**config.mk**
```make
export PLATFORM = sky130hd
export DESIGN_NAME = seg7_scan_decoder
export DESIGN_NICKNAME = d
export VERILOG_FILES = /design/src/rtl/seg7_pkg.sv /design/src/rtl/seg7_pattern_decode.sv /design/src/rtl/seg7_scan_decoder.sv
export SDC_FILE = /design/constraint.sdc
export NUM_CORES = 1
export LEC_CHECK = 0
export ABC_CLOCK_PERIOD_IN_PS = 1900
export CAP_MARGIN = 0
export CORE_ASPECT_RATIO = 0.8
export CORE_MARGIN = 4
export CORE_UTILIZATION = 50
export CTS_BUF_LIST = sky130_fd_sc_hd__clkbuf_8
export DETAILED_ROUTE_END_ITERATION = 10
export MAX_ROUTING_LAYER = met4
export PLACE_DENSITY = 0.72
export SLEW_MARGIN = 20
export SYNTH_ARGS = -nofsm -noshare
export SYNTH_HDL_FRONTEND = slang
export SYNTH_SLANG_ARGS = --single-unit
```
**constraint.sdc**
```tcl
create_clock -name clk -period 1.9 [get_ports clk]
set_input_delay 0.285 -clock clk [delete_from_list [all_inputs] [get_ports clk]]
set_output_delay 0.285 -clock clk [all_outputs]
set_load 0.01 [all_outputs]
```
**src/rtl/seg7_pkg.sv**
```systemverilog
// Shared constants and types for the seven-segment scan receiver.
package seg7_pkg;

   localparam int unsigned SEG_W = 7;

   // Segment patterns, bit0 = a .. bit6 = g
   localparam logic [SEG_W-1:0] GLYPH_0 = 7'h3F;
   localparam logic [SEG_W-1:0] GLYPH_1 = 7'h06;
   localparam logic [SEG_W-1:0] GLYPH_2 = 7'h5B;
   localparam logic [SEG_W-1:0] GLYPH_3 = 7'h4F;
   localparam logic [SEG_W-1:0] GLYPH_4 = 7'h66;
   localparam logic [SEG_W-1:0] GLYPH_5 = 7'h6D;
   localparam logic [SEG_W-1:0] GLYPH_6 = 7'h7D;
   localparam logic [SEG_W-1:0] GLYPH_7 = 7'h07;
   localparam logic [SEG_W-1:0] GLYPH_8 = 7'h7F;
   localparam logic [SEG_W-1:0] GLYPH_9 = 7'h67;
   localparam logic [SEG_W-1:0] GLYPH_A = 7'h77;
   localparam logic [SEG_W-1:0] GLYPH_B = 7'h7C;
   localparam logic [SEG_W-1:0] GLYPH_C = 7'h39;
   localparam logic [SEG_W-1:0] GLYPH_D = 7'h5E;
   localparam logic [SEG_W-1:0] GLYPH_E = 7'h79;
   localparam logic [SEG_W-1:0] GLYPH_F = 7'h71;

   typedef enum logic [1:0] {IDLE, SETTLE, CAPTURE, HOLD} state_e;

endpackage

```
**src/rtl/seg7_pattern_decode.sv**
```systemverilog
// Combinational seven-segment pattern to hex nibble decoder.
// Anything that is not one of the sixteen glyphs decodes to 0 with the error flag set.
module seg7_pattern_decode
   import seg7_pkg::*;
(
   input  logic [SEG_W-1:0] i_pattern,
   output logic [3:0]       o_value,
   output logic             o_err
);

   always_comb begin
      o_value = 4'h0;
      o_err   = 1'b0;
      case (i_pattern)
         GLYPH_0: o_value = 4'h0;
         GLYPH_1: o_value = 4'h1;
         GLYPH_2: o_value = 4'h2;
         GLYPH_3: o_value = 4'h3;
         GLYPH_4: o_value = 4'h4;
         GLYPH_5: o_value = 4'h5;
         GLYPH_6: o_value = 4'h6;
         GLYPH_7: o_value = 4'h7;
         GLYPH_8: o_value = 4'h8;
         GLYPH_9: o_value = 4'h9;
         GLYPH_A: o_value = 4'hA;
         GLYPH_B: o_value = 4'hB;
         GLYPH_C: o_value = 4'hC;
         GLYPH_D: o_value = 4'hD;
         GLYPH_E: o_value = 4'hE;
         GLYPH_F: o_value = 4'hF;
         default: o_err   = 1'b1;
      endcase
   end

endmodule

```
**src/rtl/seg7_scan_decoder.sv**
```systemverilog
// Receive side of a multiplexed seven-segment bus: waits for each strobed digit
// to settle, decodes it, and publishes a complete frame once every digit is seen.
module seg7_scan_decoder
   import seg7_pkg::*;
#(
   parameter int unsigned N_DIGITS       = 4,
   parameter int unsigned STABLE_CYCLES  = 4,
   parameter bit          SEG_ACTIVE_LOW = 1'b0
) (
   input  logic                  clk,
   input  logic                  rst_n,
   input  logic [SEG_W-1:0]      seg_i,
   input  logic                  dp_i,
   input  logic [N_DIGITS-1:0]   digit_i,
   output logic [4*N_DIGITS-1:0] value_o,
   output logic [N_DIGITS-1:0]   dp_o,
   output logic [N_DIGITS-1:0]   err_o,
   output logic                  frame_valid_o,
   output logic                  frame_err_o
);

   logic [SEG_W-1:0]      r_seg_s1, r_seg_s2, r_ref_seg, w_ref_seg_next, w_seg;
   logic                  r_dp_s1, r_dp_s2, r_ref_dp, w_ref_dp_next, w_dp;
   logic [N_DIGITS-1:0]   r_dig_s1, r_dig_s2, r_ref_dig, w_ref_dig_next, w_dig;
   logic [7:0]            r_cnt, w_cnt_next;
   logic [8:0]            w_cnt_inc;
   state_e                r_state, w_state_next;
   logic                  w_valid, w_match, w_capture, w_frame_done;
   logic [3:0]            w_dec_val;
   logic                  w_dec_err;
   logic [N_DIGITS-1:0]   r_mask, w_mask_next;
   logic [4*N_DIGITS-1:0] r_sh_val, r_value;
   logic [N_DIGITS-1:0]   r_sh_dp, r_sh_err, r_dp, r_err;
   logic                  r_frame_valid;

   // Polarity is normalised after the synchroniser so everything below is active-high
   assign w_seg = r_seg_s2 ^ {SEG_W{SEG_ACTIVE_LOW}};
   assign w_dp  = r_dp_s2 ^ SEG_ACTIVE_LOW;
   assign w_dig = r_dig_s2 ^ {N_DIGITS{SEG_ACTIVE_LOW}};

   assign w_valid      = (w_dig != '0) && ((w_dig & (w_dig - N_DIGITS'(1))) == '0);
   assign w_match      = (w_dig == r_ref_dig) && (w_seg == r_ref_seg) && (w_dp == r_ref_dp);
   assign w_cnt_inc    = {1'b0, r_cnt} + 9'd1;
   assign w_frame_done = &r_mask;

   seg7_pattern_decode u_decode (
      .i_pattern (r_ref_seg),
      .o_value   (w_dec_val),
      .o_err     (w_dec_err)
   );

   always_comb begin
      w_state_next   = r_state;
      w_ref_dig_next = r_ref_dig;
      w_ref_seg_next = r_ref_seg;
      w_ref_dp_next  = r_ref_dp;
      w_cnt_next     = r_cnt;
      w_capture      = 1'b0;
      unique case (r_state)
         IDLE: begin
            if (w_valid) begin
               w_ref_dig_next = w_dig;
               w_ref_seg_next = w_seg;
               w_ref_dp_next  = w_dp;
               w_cnt_next     = 8'd1;
               w_state_next   = SETTLE;
            end
         end
         SETTLE: begin
            if (w_match) begin
               w_cnt_next = w_cnt_inc[7:0];
               if (w_cnt_inc >= 9'(STABLE_CYCLES)) w_state_next = CAPTURE;
            end else begin
               w_ref_dig_next = w_dig;
               w_ref_seg_next = w_seg;
               w_ref_dp_next  = w_dp;
               w_cnt_next     = 8'd1;
               if (!w_valid) w_state_next = IDLE;
            end
         end
         CAPTURE: begin
            w_capture    = 1'b1;
            w_state_next = HOLD;
         end
         HOLD: begin
            if (w_dig != r_ref_dig) w_state_next = IDLE;
         end
         default: w_state_next = IDLE;
      endcase
   end

   // A capture in the completion cycle survives the clear and starts the next frame
   assign w_mask_next = (w_frame_done ? '0 : r_mask) | (w_capture ? r_ref_dig : '0);

   always_ff @(posedge clk or negedge rst_n) begin
      if (!rst_n) begin
         r_seg_s1      <= '0;
         r_seg_s2      <= '0;
         r_dp_s1       <= 1'b0;
         r_dp_s2       <= 1'b0;
         r_dig_s1      <= '0;
         r_dig_s2      <= '0;
         r_state       <= IDLE;
         r_ref_dig     <= '0;
         r_ref_seg     <= '0;
         r_ref_dp      <= 1'b0;
         r_cnt         <= '0;
         r_mask        <= '0;
         r_sh_val      <= '0;
         r_sh_dp       <= '0;
         r_sh_err      <= '0;
         r_value       <= '0;
         r_dp          <= '0;
         r_err         <= '0;
         r_frame_valid <= 1'b0;
      end else begin
         r_seg_s1      <= seg_i;
         r_seg_s2      <= r_seg_s1;
         r_dp_s1       <= dp_i;
         r_dp_s2       <= r_dp_s1;
         r_dig_s1      <= digit_i;
         r_dig_s2      <= r_dig_s1;
         r_state       <= w_state_next;
         r_ref_dig     <= w_ref_dig_next;
         r_ref_seg     <= w_ref_seg_next;
         r_ref_dp      <= w_ref_dp_next;
         r_cnt         <= w_cnt_next;
         r_mask        <= w_mask_next;
         r_frame_valid <= w_frame_done;
         for (int k = 0; k < N_DIGITS; k++) begin
            if (w_capture && r_ref_dig[k]) begin
               r_sh_val[4*k +: 4] <= w_dec_val;
               r_sh_dp[k]         <= r_ref_dp;
               r_sh_err[k]        <= w_dec_err;
            end
         end
         if (w_frame_done) begin
            r_value <= r_sh_val;
            r_dp    <= r_sh_dp;
            r_err   <= r_sh_err;
         end
      end
   end

   assign value_o       = r_value;
   assign dp_o          = r_dp;
   assign err_o         = r_err;
   assign frame_valid_o = r_frame_valid;
   assign frame_err_o   = |r_err;

endmodule

```
After elaboration in Yosys (flattened, before gate mapping) --
Cells that the tools add are included.
Storage, ports and cells: memory bits (writable) 0, input bits 14, output and inout port bits 26, latch bits 0, memories 0, flip-flop bits (word level) 99, memory bits (read-only) 0
Cells by class: multipliers 0, add/subtract/negate cells 2, shift operators 0, reduce and logical (&&, ||, !) cells 17, eq/ne operators 28, $lt $le $gt $ge 1, muxes and demuxes 23, divide/modulo/power cells 0, bitwise logic cells 2
Operator list (count):
- 7-bit equality test (second input constant) | 12
- 4-bit one-hot mux with 15 select lines | 1
- 4-bit 2-to-1 mux | 4
- 8-bit 2-to-1 mux | 2
- 8-bit one-hot mux with 2 select lines | 1
- 16-bit OR reduction | 1
- 7-bit by 3-bit equality test with 1-bit output (second input constant) | 2
- 7-bit by 6-bit equality test with 1-bit output (second input constant) | 2
- 7-bit 2-to-1 mux | 2
- 7-bit one-hot mux with 2 select lines | 1
- 2-bit 2-to-1 mux | 5
- 8-bit by 1-bit adder with 9-bit output (second input constant) | 1
- 9-bit by 3-bit greater-or-equal comparator with 1-bit output (second input constant) | 1
- 2-bit one-hot mux with 4 select lines | 1
- 4-bit one-hot mux with 2 select lines | 1
- 4-bit AND reduction | 2
- 7-bit equality test | 1
- 1-bit logical AND | 7
- 2-bit inequality test (second input constant) | 3
- 3-bit inequality test (second input constant) | 2
- 4-bit AND | 1
- 2-bit equality test (second input constant) | 2
- 4-bit equality test | 1
- 4-bit zero test | 1
- 13 further kinds | 16

Depth between registers and ports, before layout --
depth in word-level cells 7, depth in mapped cells 7, depth with buffers taken out 6

Modules after synthesis --
From an unflattened synthesis, not the netlist that was laid out.
Unflattened totals: cells, all modules 369, area, all modules 4159.0 µm²
Modules (own cells, without submodules):
- seg7_scan_decoder | cells an instance 308, instances 1, area each 3794.9 µm², seq. area each 2477.4 µm²
- seg7_pattern_decode | cells an instance 61, instances 1, area each 364.1 µm², seq. area each 0.0 µm²

Least setup slack after synthesis --
OpenSTA, ideal clock, no wires.
kind register to register, start reg r_dig_s2[1], end reg r_ref_dig[0], arrival time 1595 ps, slack 180 ps, required time 1775 ps, setup time 125 ps, buffers on the path 1, cell stages (with the launch flop) 7, path through dfrtp_1 > xor2_1 > nor4_1 > nand4_1 > nand2b_1 > buf_6 > mux2_4
Between the ends: longest elaborated chain between the ends 6, elaborated cells on any way between the ends 11
RTL lines:
- from (decl) | RTL line seg7_scan_decoder.sv:24 | logic [N_DIGITS-1:0] r_dig_s1, r_dig_s2, r_ref_dig, w_ref_dig_next, w_dig;
- from (signal assigned) | RTL line seg7_scan_decoder.sv:122 | r_dig_s2 <= r_dig_s1;
- 4-bit by 1-bit subtractor with 4-bit output | RTL line seg7_scan_decoder.sv:41 | assign w_valid = (w_dig != '0) && ((w_dig & (w_dig - N_DIGITS'(1))) == '0);
- 4-bit AND | RTL line seg7_scan_decoder.sv:41
- 4-bit zero test | RTL line seg7_scan_decoder.sv:41
- 1-bit logical AND | RTL line seg7_scan_decoder.sv:41
- 2-bit inequality test (no source line)
- 3-bit AND reduction (no source line) *
- to (signal assigned) | RTL line seg7_scan_decoder.sv:124 | r_ref_dig <= w_ref_dig_next;
- to (decl) | RTL line seg7_scan_decoder.sv:24
Every way passes the cells marked *; elsewhere a longest branch is shown, timed or not. A chain may end at the register's enable or synchronous reset.

Worst setup path in the final report --
Ends and elaborated chain as after synthesis.

==> flow_summary.toml <==
[finish]
multi_input_area_mm2 = 0.00164
drive_above_1_share_pct = 16.1
final_nets = 470
fillers = 619
area_delta_synth_final_pct = 22.5
final_area_mm2 = 0.00512
seqCellArea_mm2 = 0.00248
stdcell_count = 568
antennaDiodeCount = 0

[sta]
tightest_slew_ns = 0.471
final-setup-viol-count = 0
fin_ws_ns = 0.0497
fin_crit_ns = 1.85
fin_setup_tns_ns = 0
slew_headroom_pct = 68.1
final_hold_viol_count = 0
fin_crit_sh_pct = 97.4
rsz0062_at_grt = "true"
slew_violations = 0
skew_ns = 0.0102
clock.fmax_mhz = 540
fin_hold_ws_ns = 0.317

[route]
wl_met2_mm = 3.67
wl_met3_um = 352
dr.pass1.iters = 5
top_layer = "met4"
drtIter0Drc = 148
via_per_inst = 5.13
drt-total-wl_mm = 7.90
wl_met1_mm = 3.79
drtAntennaViolNets = 0
drcViolationCount = 0
vias = 2915
wl_per_cell_um = 13.9

[grt]
grt_pass1_wl_mm = 13.7
overflow = 0
grtUsageTotal_pct = 17.8
grt_max_degree = 54
grt_antenna_before_repair = 0
grt_pass1_vias = 2760

[job]
max_cap_violations = 0

[synthesis]
synth-edff-count = 0
synth_top_area_share_pct = 59.3
synth_cells = 399
ys_ff_latch = 99
synth_cell_type_count = 45
syn_nets = 414
synth_flop_cell = "dfrtp_1"
syn_area_per_cell_um2 = 10.5
yosys_warnings = 0
syn_area_mm2 = 0.00418
synth_area_leaders = "dfrtp_1 59%, nand2_1 11%, mux2_4 3.2%"
seq_area_frac_synth_pct = 59.3
synthArstFlopShare_pct = 100
yosysMostFrequentCell = "nand2_1"
synth.top_cells.by_count = "119 x nand2_1, 99 x dfrtp_1, 27 x o21ai_0"
yosysTopAreaCell = "dfrtp_1"

[pwr]
pwr-share-seq_pct = 51.6
p_per_area_mw_per_mm2 = 866
power_leakage_nw = 2.39
clock_power_share_pct = 32.1
p_sw_mw = 1.20
sw_frac_of_total_pct = 27.0
intPower_mw = 3.23
vdd_drop_max_mv = 0.608
power_frac_comb_pct = 16.3

[floorplan]
die_area_mm2 = 0.00989
core_area_mm2 = 0.00802
die_w_um = 110
io_pins = 40
die_h_um = 89.7
start_util_pct = 52.1
row_count = 29

[placed_design]
place_inst = 548
gp_congestion = 0.849
postPlaceCellArea_mm2 = 0.00481
dp_slack_ns = -0.135
portBuffers = 39
hpwlAfterDp_mm = 5.64

[clocking]
clk_latency_ns = 0.36
cts_buffer_depth = 2
numCtsBuffers = 9
clk_pin_slew_ns = 0.10
clock-sinks = 99
root_buffer = "clkbuf_8"
cts_tree = "built"
h-tree-depth = 3

[worst_setup_path]
worstSetupStartpointType = "flop"
crit_fanout = 9
worstPathArrival_ns = 2.10
critPathCaptureType = "flop"
critical_path_class = "flop to flop"
required_ns = 2.15

[status]
outcome = "finished, final reports clean"

[hold_path]
min_path_type = "primary input to async pin"
-- metrics by stage --
| step | utilization, % | power [mW] |
|---|---|---|
| after floorplan | - | 2.72 |
| after global placement | 60.0 | 3.00 |
| after detailed placement | 60.0 | 3.01 |
| after CTS | 63.1 | 4.45 |
| after global routing | 63.8 | 4.65 |
| final | 63.8 | 4.43 |
-- layout by cell type, fill, tap and decap left out, types with 8 or more instances in the layout --
cell | synthesis | layout
nand2_1 | 119 | 119
dfrtp_1 | 99 | 99
clkdlybuf4s50_1 | 0 | 37
buf_4 | 0 | 27
o21ai_0 | 27 | 24
xor2_1 | 13 | 13
nor2_1 | 12 | 11
nand3_1 | 10 | 10
clkbuf_8 | 0 | 10
mux2_4 | 9 | 9
xnor2_1 | 8 | 8
-- per-layer routing --
layer,vias to the layer above,global-route usage (%)
met2,69,25.7
met5,-,-
li1,1460,-
met1,1377,25.3
met4,0,5.64
met3,9,4.01
-- cell families (layout without fill, tap and decap cells) --
kind of cell,count (synthesis),after routing,synth area share [%]
adders and majority gates,1,1,0.300
buffers and inverters,28,89,2.91
and+or+nand+nor,176,176,19.1
AOI/OAI and AO/OA,57,57,8.63
muxes,17,17,5.36
xor gates and xnor gates,21,21,4.40
DFF,99,99,59.3
-- what timing repair did --
item / 4_1_cts / 5_1_grt
gates resized for setup: 4 / 12
pin swaps: 1 / 2
hold buffers: 1 / 0
hold endpoints to repair: 15 / 0
setup endpoints to repair: 16 / 30
setup buffers: 1 / 2
-- critical path, cell delays in order (launching register included) --
cell	delay, ns
dfrtp_1	0.43
buf_4	0.15
nor4b_2	0.37
o41ai_2	0.14
nand2b_1	0.19
buf_12	0.16
mux2_4	0.30
-- registers in the layout (all words and copies together), names as in the netlist, named ones only --
register / count
dp_o: 4
err_o: 4
frame_valid_o: 1
r_cnt: 8
r_dig_s1: 4
r_dig_s2: 4
r_dp_s1: 1
r_dp_s2: 1
r_mask: 4
r_ref_dig: 4
r_ref_dp: 1
r_ref_seg: 7
r_seg_s1: 7
r_seg_s2: 7
r_sh_dp: 4
r_sh_err: 4
r_sh_val: 16
r_state: 1
value_o: 16
-- power groups by stage --
| stage | logic (mW) | clock network, mW | registers (mW) |
|---|---|---|---|
| detailed placement | 0.678 | 0 | 2.33 |
| global placement | 0.676 | 0 | 2.32 |
| CTS | 0.697 | 1.46 | 2.29 |
| global route | 0.790 | 1.55 | 2.30 |
| floorplan | 0.419 | 0 | 2.30 |
| finish | 0.722 | 1.42 | 2.29 |
-- cell type report --
class | instances | area share (%)
clock buffers | 10 | 2.69
clock inverters | 6 | 1.54
inverters | 5 | 0.367
multi-input cells | 272 | 32.0
flip-flops and latches | 99 | 48.4
well taps | 108 | 2.64
repair buffers | 68 | 12.4
-- final timing paths --
check	startpoint	endpoint	slack [ns]	depth (start not counted)
min in group clk	digit_i[0]	r_dig_s1[0]$_DFF_PN0_	0.35	1
max in group asynchronous	rst_n	r_cnt[6]$_DFFE_PN0P_	0.93	3
max reg2reg	r_dig_s2[1]$_DFF_PN0_	r_ref_dig[0]$_DFFE_PN0P_	0.05	6
min	rst_n	dp_o[1]$_DFFE_PN0P_	0.32	2
min reg2reg	r_seg_s1[1]$_DFF_PN0_	r_seg_s2[1]$_DFF_PN0_	0.36	0
max	r_dig_s2[1]$_DFF_PN0_	r_ref_dig[0]$_DFFE_PN0P_	0.05	6
(Power assumes the default switching activity.)
